===== src/rtl/sl_word_transmitter_if.sv =====
// Word handoff from the APB register block (valid/ready) plus the two SL line outputs.
interface sl_word_transmitter_if;
    localparam int unsigned DATA_W = 32;
    localparam int unsigned LEN_W  = 6;

    logic [DATA_W-1:0] tx_data;
    logic [LEN_W-1:0]  cfg_word_len;
    logic              cfg_parity_odd;
    logic              tx_valid;
    logic              tx_ready;
    logic              tx_busy;
    logic              tx_done;
    logic              sl0;
    logic              sl1;

    modport master (
        output tx_data, cfg_word_len, cfg_parity_odd, tx_valid,
        input  tx_ready, tx_busy, tx_done, sl0, sl1
    );

    modport slave (
        input  tx_data, cfg_word_len, cfg_parity_odd, tx_valid,
        output tx_ready, tx_busy, tx_done, sl0, sl1
    );
endinterface


===== src/rtl/sl_word_transmitter.sv =====
// Serializes one word LSB-first onto the two-wire SL line (low pulse on sl0 = '0', sl1 = '1', both = stop).
// Optional parity symbol before stop is built when SL_TX_PARITY_EN is defined.
module sl_word_transmitter #(
    parameter int unsigned BIT_PERIOD   = 16,
    parameter int unsigned MIN_WORD_LEN = 8,
    parameter int unsigned MAX_WORD_LEN = 32
) (
    input  logic                 clk,
    input  logic                 reset,
    sl_word_transmitter_if.slave bus
);
    localparam int unsigned DATA_W  = 32;
    localparam int unsigned LEN_W   = 6;
    localparam int unsigned IDX_W   = $clog2(DATA_W);
    localparam int unsigned PHASE_W = $clog2(BIT_PERIOD);
    localparam int unsigned HALF    = BIT_PERIOD / 2;

    typedef enum logic [1:0] {
        ST_IDLE   = 2'd0,
        ST_DATA   = 2'd1,
`ifdef SL_TX_PARITY_EN
        ST_PARITY = 2'd2,
`endif
        ST_STOP   = 2'd3
    } state_e;

    state_e               state_q, state_d;
    logic [PHASE_W-1:0]   phase_q, phase_d;
    logic [LEN_W-1:0]     bit_cnt_q, bit_cnt_d;
    logic [LEN_W-1:0]     len_q, len_d;
    logic [DATA_W-1:0]    data_q, data_d;
    logic                 sl0_q, sl0_d;
    logic                 sl1_q, sl1_d;
    logic                 tx_ready_q, tx_ready_d;
    logic                 tx_busy_q, tx_busy_d;
    logic                 tx_done_q, tx_done_d;
`ifdef SL_TX_PARITY_EN
    logic                 parity_q, parity_d;
`else
    logic                 unused_parity_odd;
`endif

    logic                 accept_c;
    logic                 wrap_c;
    logic                 low_phase_c;
    logic                 last_bit_c;
    logic [LEN_W-1:0]     len_c;
    logic [DATA_W-1:0]    mask_c;
    logic [DATA_W-1:0]    word_c;
    logic                 pull0_c;
    logic                 pull1_c;

    // Clamp the requested length and keep only the bits that will be sent.
    always_comb begin
        len_c = bus.cfg_word_len;
        if (bus.cfg_word_len < LEN_W'(MIN_WORD_LEN)) begin
            len_c = LEN_W'(MIN_WORD_LEN);
        end else if (bus.cfg_word_len > LEN_W'(MAX_WORD_LEN)) begin
            len_c = LEN_W'(MAX_WORD_LEN);
        end
        mask_c = DATA_W'((64'd1 << len_c) - 64'd1);
        word_c = bus.tx_data & mask_c;
    end

`ifndef SL_TX_PARITY_EN
    assign unused_parity_odd = bus.cfg_parity_odd;
`endif

    assign accept_c    = bus.tx_valid && tx_ready_q && (state_q == ST_IDLE);
    assign wrap_c      = (phase_q == PHASE_W'(BIT_PERIOD - 1));
    assign low_phase_c = (phase_q < PHASE_W'(HALF));
    assign last_bit_c  = (bit_cnt_q == (len_q - LEN_W'(1)));

    // Next-state and registered-output decode; line levels lag the symbol state by one cycle.
    always_comb begin
        state_d    = state_q;
        phase_d    = phase_q;
        bit_cnt_d  = bit_cnt_q;
        len_d      = len_q;
        data_d     = data_q;
`ifdef SL_TX_PARITY_EN
        parity_d   = parity_q;
`endif
        pull0_c    = 1'b0;
        pull1_c    = 1'b0;

        if (state_q != ST_IDLE) begin
            phase_d = wrap_c ? '0 : (phase_q + PHASE_W'(1));
        end

        case (state_q)
            ST_IDLE: begin
                if (accept_c) begin
                    data_d    = word_c;
                    len_d     = len_c;
`ifdef SL_TX_PARITY_EN
                    parity_d  = (^word_c) ^ bus.cfg_parity_odd;
`endif
                    phase_d   = '0;
                    bit_cnt_d = '0;
                    state_d   = ST_DATA;
                end
            end
            ST_DATA: begin
                if (data_q[bit_cnt_q[IDX_W-1:0]]) begin
                    pull1_c = low_phase_c;
                end else begin
                    pull0_c = low_phase_c;
                end
                if (wrap_c) begin
                    if (last_bit_c) begin
                        bit_cnt_d = '0;
`ifdef SL_TX_PARITY_EN
                        state_d   = ST_PARITY;
`else
                        state_d   = ST_STOP;
`endif
                    end else begin
                        bit_cnt_d = bit_cnt_q + LEN_W'(1);
                    end
                end
            end
`ifdef SL_TX_PARITY_EN
            ST_PARITY: begin
                if (parity_q) begin
                    pull1_c = low_phase_c;
                end else begin
                    pull0_c = low_phase_c;
                end
                if (wrap_c) begin
                    state_d = ST_STOP;
                end
            end
`endif
            ST_STOP: begin
                pull0_c = low_phase_c;
                pull1_c = low_phase_c;
                if (wrap_c) begin
                    state_d = ST_IDLE;
                end
            end
            default: begin
                state_d = ST_IDLE;
                phase_d = '0;
            end
        endcase

        sl0_d      = ~pull0_c;
        sl1_d      = ~pull1_c;
        tx_ready_d = (state_q == ST_IDLE) && !accept_c;
        tx_busy_d  = accept_c || (state_q != ST_IDLE);
        // Done fires on the first cycle back in IDLE while busy is still showing.
        tx_done_d  = (state_q == ST_IDLE) && tx_busy_q;
    end

    always_ff @(posedge clk or posedge reset) begin
        if (reset) begin
            state_q    <= ST_IDLE;
            phase_q    <= '0;
            bit_cnt_q  <= '0;
            len_q      <= '0;
            data_q     <= '0;
`ifdef SL_TX_PARITY_EN
            parity_q   <= 1'b0;
`endif
            sl0_q      <= 1'b1;
            sl1_q      <= 1'b1;
            tx_ready_q <= 1'b1;
            tx_busy_q  <= 1'b0;
            tx_done_q  <= 1'b0;
        end else begin
            state_q    <= state_d;
            phase_q    <= phase_d;
            bit_cnt_q  <= bit_cnt_d;
            len_q      <= len_d;
            data_q     <= data_d;
`ifdef SL_TX_PARITY_EN
            parity_q   <= parity_d;
`endif
            sl0_q      <= sl0_d;
            sl1_q      <= sl1_d;
            tx_ready_q <= tx_ready_d;
            tx_busy_q  <= tx_busy_d;
            tx_done_q  <= tx_done_d;
        end
    end

    assign bus.sl0      = sl0_q;
    assign bus.sl1      = sl1_q;
    assign bus.tx_ready = tx_ready_q;
    assign bus.tx_busy  = tx_busy_q;
    assign bus.tx_done  = tx_done_q;
endmodule


===== src/flat_wrapper.sv =====
// flat-port wrapper written by rule: the top's interface ports become plain ports
module sl_word_transmitter_flat 
#(
    parameter int unsigned BIT_PERIOD   = 16,
    parameter int unsigned MIN_WORD_LEN = 8,
    parameter int unsigned MAX_WORD_LEN = 32
)
  (clk, reset, bus_tx_data, bus_cfg_word_len, bus_cfg_parity_odd, bus_tx_valid, bus_tx_ready, bus_tx_busy, bus_tx_done, bus_sl0, bus_sl1);
  sl_word_transmitter_if bus_i ();
  input  logic clk;
  input  logic reset;
  input wire logic [$bits(bus_i.tx_data)-1:0] bus_tx_data;
  input wire logic [$bits(bus_i.cfg_word_len)-1:0] bus_cfg_word_len;
  input wire logic [$bits(bus_i.cfg_parity_odd)-1:0] bus_cfg_parity_odd;
  input wire logic [$bits(bus_i.tx_valid)-1:0] bus_tx_valid;
  output wire logic [$bits(bus_i.tx_ready)-1:0] bus_tx_ready;
  output wire logic [$bits(bus_i.tx_busy)-1:0] bus_tx_busy;
  output wire logic [$bits(bus_i.tx_done)-1:0] bus_tx_done;
  output wire logic [$bits(bus_i.sl0)-1:0] bus_sl0;
  output wire logic [$bits(bus_i.sl1)-1:0] bus_sl1;
  assign bus_i.tx_data = bus_tx_data;
  assign bus_i.cfg_word_len = bus_cfg_word_len;
  assign bus_i.cfg_parity_odd = bus_cfg_parity_odd;
  assign bus_i.tx_valid = bus_tx_valid;
  assign bus_tx_ready = bus_i.tx_ready;
  assign bus_tx_busy = bus_i.tx_busy;
  assign bus_tx_done = bus_i.tx_done;
  assign bus_sl0 = bus_i.sl0;
  assign bus_sl1 = bus_i.sl1;
  sl_word_transmitter #(.BIT_PERIOD(BIT_PERIOD), .MIN_WORD_LEN(MIN_WORD_LEN), .MAX_WORD_LEN(MAX_WORD_LEN)) u_core (.clk(clk), .reset(reset), .bus(bus_i));
endmodule

===== config.mk =====
export PLATFORM = sky130hd
export DESIGN_NAME = sl_word_transmitter_flat
export DESIGN_NICKNAME = d
export VERILOG_FILES = /design/src/rtl/sl_word_transmitter_if.sv /design/src/rtl/sl_word_transmitter.sv /design/src/flat_wrapper.sv
export SDC_FILE = /design/constraint.sdc
export NUM_CORES = 1
export LEC_CHECK = 0
export ABC_AREA = 1
export ABC_CLOCK_PERIOD_IN_PS = 2370
export CORE_ASPECT_RATIO = 1.5
export CORE_MARGIN = 5
export CORE_UTILIZATION = 50
export CTS_CLUSTER_DIAMETER = 40
export DETAILED_ROUTE_END_ITERATION = 10
export PLACE_DENSITY = 0.81
export RECOVER_POWER = 50
export SYNTH_ARGS = -nofsm -noshare
export SYNTH_HDL_FRONTEND = slang
export SYNTH_SLANG_ARGS = --single-unit

===== constraint.sdc =====
create_clock -name clk -period 2.37 [get_ports clk]
set_input_delay 0.474 -clock clk [delete_from_list [all_inputs] [get_ports clk]]
set_output_delay 0.474 -clock clk [all_outputs]
set_load 0.01 [all_outputs]

=== Word level (Yosys, flattened, before mapping) ===
Index checks and enable logic that the tools add are counted.

* Word-level logic and storage cells: 64
* Memories kept: 0
* Bits of input ports: 42
* Bits in latches: 0
* Bits in read-only memories: 0
* Output and inout bits: 5
* Register bits: 55
* Memory bits (writable): 0

* Reductions and logical operators: 13
* Eq/ne operators: 8
* Shifts and indexed selects: 1
* $lt $le $gt $ge: 4
* Bitwise operators: 3
* Add/sub/neg operators: 4
* Multiplexer cells: 21
* Div/mod/pow operators: 0
* Multiply operators: 0

{| class="wikitable"
|+ Operators with widths
! kind !! count
|-
| bitwise AND 32 bit || 1
|-
| << shifter 1 x 6 -> 32 bit (first input constant) || 1
|-
| subtractor 32 x 1 -> 32 bit (second input constant) || 1
|-
| two-way mux 6 bit || 5
|-
| two-way mux 4 bit || 3
|-
| one-hot mux 6 bit (2 select lines) || 1
|-
| two-way mux 2 bit || 4
|-
| inequality test 2 x 1 -> 1 bit (second input constant) || 4
|-
| one-hot mux 4 bit (2 select lines) || 1
|-
| adder 6 x 1 -> 6 bit (second input constant) || 1
|-
| == test 6 bit || 1
|-
| > comparator 6 bit (second input constant) || 1
|-
| < comparator 5 x 6 -> 1 bit (second input constant) || 1
|-
| < comparator 6 x 4 -> 1 bit (second input constant) || 1
|-
| one-hot mux 2 bit (3 select lines) || 1
|-
| subtractor 6 x 1 -> 6 bit (second input constant) || 1
|-
| binary-select mux 1 bit (select 5 bit) || 1
|-
| adder 4 x 1 -> 4 bit (second input constant) || 1
|-
| == test 4 bit (second input constant) || 1
|-
| logical AND 1 bit || 4
|-
| < comparator 4 bit (second input constant) || 1
|-
| one-hot mux 1 bit (2 select lines) || 2
|-
| AND reduction 4 bit || 1
|-
| nonzero test 2 bit || 2
|-
| 10 further kinds || 13
|}

=== Longest topological paths before layout ===
* Depth in word-level cells: 6
* Gate-level depth with buffers: 14
* Depth with buffers taken out: 14

=== Worst setup path before layout ===
OpenSTA, ideal clock, no wires.

* Path kind: input port to flip-flop
* Start: in bus_cfg_word_len[4]
* End: reg u_core.data_q[12]
* Buffers on the path: 0
* Data required time: 2.253 ns
* Cell stages on the path: 10
* Slack: 0.680 ns
* Library setup time: 0.117 ns
* Arrival: 1.573 ns
* Cell sequence: nor2_4 -> nand3_2 -> nand2_2 -> nand2_4 -> nand4_2 -> nor2_2 -> nor3_2 -> nand3b_1 -> nand3_1 -> nand2_1

* Word-level cells in the longest chain between the ends: 6
* Elaborated cells on any way between the ends: 7
* Those cells by class: add/sub: 1; order compare: 2; shift: 1; mux: 2; bitwise: 1

{| class="wikitable"
|+ RTL lines
! what !! RTL line !! source
|-
| start: declaration || flat_wrapper.sv:13 || <nowiki>input wire logic [$bits(bus_i.cfg_word_len)-1:0] bus_cfg_word_len;</nowiki>
|-
| > comparator 6 bit || sl_word_transmitter.sv:58 || <nowiki>end else if (bus.cfg_word_len > LEN_W'(MAX_WORD_LEN)) begin</nowiki>
|-
| two-way mux 6 bit || sl_word_transmitter.sv:58 ||
|-
| two-way mux 6 bit * || sl_word_transmitter.sv:56 || <nowiki>if (bus.cfg_word_len < LEN_W'(MIN_WORD_LEN)) begin</nowiki>
|-
| << shifter 1 x 6 -> 32 bit * || sl_word_transmitter.sv:61 || <nowiki>mask_c = DATA_W'((64'd1 << len_c) - 64'd1);</nowiki>
|-
| subtractor 32 x 1 -> 32 bit * || sl_word_transmitter.sv:61 ||
|-
| bitwise AND 32 bit * || sl_word_transmitter.sv:62 || <nowiki>word_c = bus.tx_data & mask_c;</nowiki>
|-
| end signal: assignment || sl_word_transmitter.sv:176 || <nowiki>data_q <= data_d;</nowiki>
|-
| end: declaration || sl_word_transmitter.sv:31 || <nowiki>logic [DATA_W-1:0] data_q, data_d;</nowiki>
|}

Every way passes the cells marked *; elsewhere a longest branch is shown, timed or not.
A chain may end at the register's enable or synchronous reset.

=== Final worst setup path ===
* Start: in bus_cfg_word_len[5]
* End: reg u_core.data_q[28]

Same word-level chain as after synthesis.

==> flow_summary.yaml <==
clock_tree:
  ctsResizeCount: 0
  cts_max_path_buffers: 2
  clock_sinks: 55
  cts.root.buffer_cell: "clkbuf_8"
  cts_tree: "done"
  cts_hold_buf: 0
  cts_setup_buffers: 0
  numCtsBuffers: 5
  htree_levels: 2
  clk_latency_ns: 0.32
  cts.clk_slew.worst_paths_ns: 0.09
drt:
  antenna_left: 0
  via_per_inst: 5.43
  num_vias: 3373
  first_pass_iters: 5
  wl_per_cell_microns: 14.7
  drt-total-wl_microns: 9160
  first_iter_violations: 225
  drc: 0
pwr:
  switching_share_pct: 39.3
  power.switching_mw: 1.38
  power_frac_comb_pct: 41.8
  irDropWorstVdd_mv: 0.309
  power.internal_mw: 2.12
  powerDensity_nw_per_um2: 807
  p_leak_nw: 2.10
  p_seq_share_pct: 43.9
  p_clk_share_pct: 14.3
logic_synthesis:
  synth_top_family_by_area: "simple AND/OR/NAND/NOR gates"
  synthesis.area_sq_um: 3560
  syn_inst: 477
  synth-simple-area-share_pct: 38.5
  synth.distinct_cells: 43
  yosysWarnings: 0
  muxShareOfSynthArea_pct: 0
  synth_most_common_cell: "nand2_1"
  synth_top_area_share_pct: 36.5
  seq_area_frac_synth_pct: 38.8
  synth_top_area_cell: "dfrtp_1"
  synthFlopType: "dfrtp_1"
  synth_edf_count: 0
  synthArstFlopShare_pct: 100
  synth_seq_cells: 55
  synthAdderAreaFrac_pct: 1.41
  synth.top_cells.by_count: "118 x nand2_1, 59 x nor2_1, 52 x dfrtp_1"
  synth-xor-area-share_pct: 2.71
  synth_area_per_cell_sq_um: 7.47
  synth_compound_gate_area_share_pct: 11.0
  synth_area_leaders: "dfrtp_1 37%, nand2_1 12%, nor2_1 6.2%"
worst_setup_path:
  crit_fanout: 5
  crit_required_ns: 2.58
  arrival_ns: 2.34
  cpMaxStageDelayCell: "clkdlybuf4s50_1"
  crit_path_start: "bus_cfg_word_len[5]"
  rr_worst_depth: 10
  cp-start-kind: "input port"
  reg2reg_setup_slack_ns: 0.40
  end_kind: "flip-flop"
  r2r-start: "u_core.len_q[0]"
  crit_type: "in -> reg"
  timing.rr.end: "u_core.bit_cnt_q[3]"
  endpoint: "u_core.data_q[28]"
  cpPeakStageDelay_ns: 0.59
  path_cells: "clkdlybuf4s50_1 -> buf_4 -> nor2_4 -> a21oi_4 -> nand3_2 -> nor2_2 -> nand3_2 -> nand2_2 -> nor2_2 -> nand3_1 -> nand2_1 -> nand3_1 -> nand2_1"
sta:
  finalHoldViolCount: 0
  maxSlewViolCount: 0
  max_clock_freq_ghz: 0.471
  tightest_slew_ns: 0.901
  finalSetupViolCount: 0
  finalClockSkew_ns: 0.0115
  rsz0062_at_grt: "false"
  post-route-min-period_ns: 2.13
  finalCritPeriodShare_pct: 89.7
  slew_headroom_pct: 39.9
  holdWs_ns: 0.487
run:
  cap_violations: 0
global_route:
  grt-ovfl-total: 0
  grt_pass1_wl_microns: 15800
  grt_pass1_vias: 3519
  antenna_found_initial: 0
  grt_usage_pct: 22.2
  grt_max_degree: 38
outcome:
  status: "finished clean"
floorplan:
  die_h_microns: 113
  start_util_pct: 51.6
  rows: 37
  die_w_microns: 78.9
  dieArea_sq_um: 8940
  pin_count: 47
  core_sq_um: 6900
worst_hold_path:
  hold_class: "reg -> reg"
place:
  gp_congestion: 0.944
  io_buffers: 45
  dp_hpwl_microns: 7360
cells_and_area:
  num_antenna_cells: 0
  num-fill-cells: 631
  areaGrowthSynthToFinish_pct: 21.7
  final_layout_size_suffix_gt1_share_pct: 16.6
  fin_nets: 588
  utilization_pct: 62.8
power groups by stage:
stage | logic (mW) | clock network (mW) | registers [mW]
after floorplan | 1.08 | 0 | 1.46
after global placement | 1.39 | 0 | 1.54
after detailed placement | 1.46 | 0 | 1.55
after CTS | 1.47 | 0.517 | 1.53
after global routing | 1.67 | 0.547 | 1.58
final | 1.46 | 0.499 | 1.54
cells by family (layout without fill, tap and decap cells):
| logic type | after synthesis | count (layout) |
|---|---|---|
| and+or+nand+nor | 276 | 276 |
| buffers and inverters | 66 | 131 |
| AOI/OAI and AO/OA | 64 | 64 |
| DFF | 55 | 55 |
| xor gates and xnor gates | 11 | 11 |
| adders and majority gates | 4 | 4 |
| other | 1 | 2 |
critical path: cells and delay by family:
kind            cells  cell delay, ns
buf+inv             2            0.75
simple gates       10            0.94
compound gates      1            0.17
placed cells by master (no fill, tap or decap), types with 2 or more instances in the layout:
cell type	count
a21oi_1	6
buf_4	27
clkbuf_1	2
clkbuf_8	5
clkdlybuf4s50_1	44
conb_1	2
dfrtp_1	52
dfstp_2	3
ha_1	4
inv_1	39
inv_2	10
nand2_1	118
nand2_2	8
nand2_4	3
nand3_1	35
nand3_2	4
nand3b_1	5
nand4_1	12
nand4_2	2
nand4_4	2
nor2_1	58
nor2_2	7
nor2_4	7
nor3_1	7
nor3_2	3
nor3b_1	2
o211ai_1	3
o21ai_0	31
o21ai_1	9
o21ai_2	2
o221ai_1	4
o22ai_1	3
xnor2_1	4
xor2_1	7
per-layer routing:
| metal | vias to the layer above | part of all wire (%) | wire [microns] | global-route usage, % |
|---|---|---|---|---|
| li1 | 1687 | - | - | - |
| met1 | 1551 | 38 | 3510 | 24.8 |
| met2 | 104 | 52 | 4750 | 40.0 |
| met3 | 31 | 5.1 | 465 | 2.95 |
| met4 | 0 | 4.7 | 435 | 12.2 |
| met5 | - | 0 | 0 | 0 |
sequential cells by signal (all words and copies together) (netlist names):
register	flops
u_core.bus.tx_busy	1
u_core.phase_q	4
u_core.bus.tx_ready	1
u_core.bus.tx_done	1
u_core.data_q	32
u_core.bus.sl0	1
u_core.bus.sl1	1
u_core.bit_cnt_q	6
u_core.state_q	2
u_core.len_q	6
cell type report:
cell class                      instances  area (sq um)  share of cell area (%)
Multi-Input combinational cell        357          1920                    44.3
Clock buffer                            7          76.3                    1.76
Tap cell                               78          97.6                    2.25
Sequential cell                        55          1380                    31.8
Timing Repair Buffer                   73           658                    15.2
Inverter                               50           193                    4.45
Clock inverter                          1          7.51                   0.173
per-stage QoR:
step	TNS, ns	setup WS (ns)	instances	power [mW]	instance area, sq um
finish	0	0.245	621	3.50	4330
global route	0	0.0266	621	3.80	4330
CTS	0	0.258	621	3.52	4350
detailed placement	-0.519	-0.0800	613	3.01	4270
global placement	-0.136	-0.0627	613	2.93	4270
floorplan	0	0.558	478	2.54	3560
worst min-delay path by stage:
stage                           from  slack (ns)                end  cells after the start
finish              u_core.data_q[9]        0.49   u_core.data_q[9]                      2
global route        u_core.data_q[3]        0.51   u_core.data_q[3]                      2
floorplan           u_core.data_q[5]        0.44   u_core.data_q[5]                      2
detailed placement  u_core.data_q[9]        0.46   u_core.data_q[9]                      2
CTS                            reset        0.47  u_core.data_q[24]                      2
global placement    u_core.data_q[5]        0.46   u_core.data_q[5]                      2
Note: power is estimated with default switching activity, not from simulation.
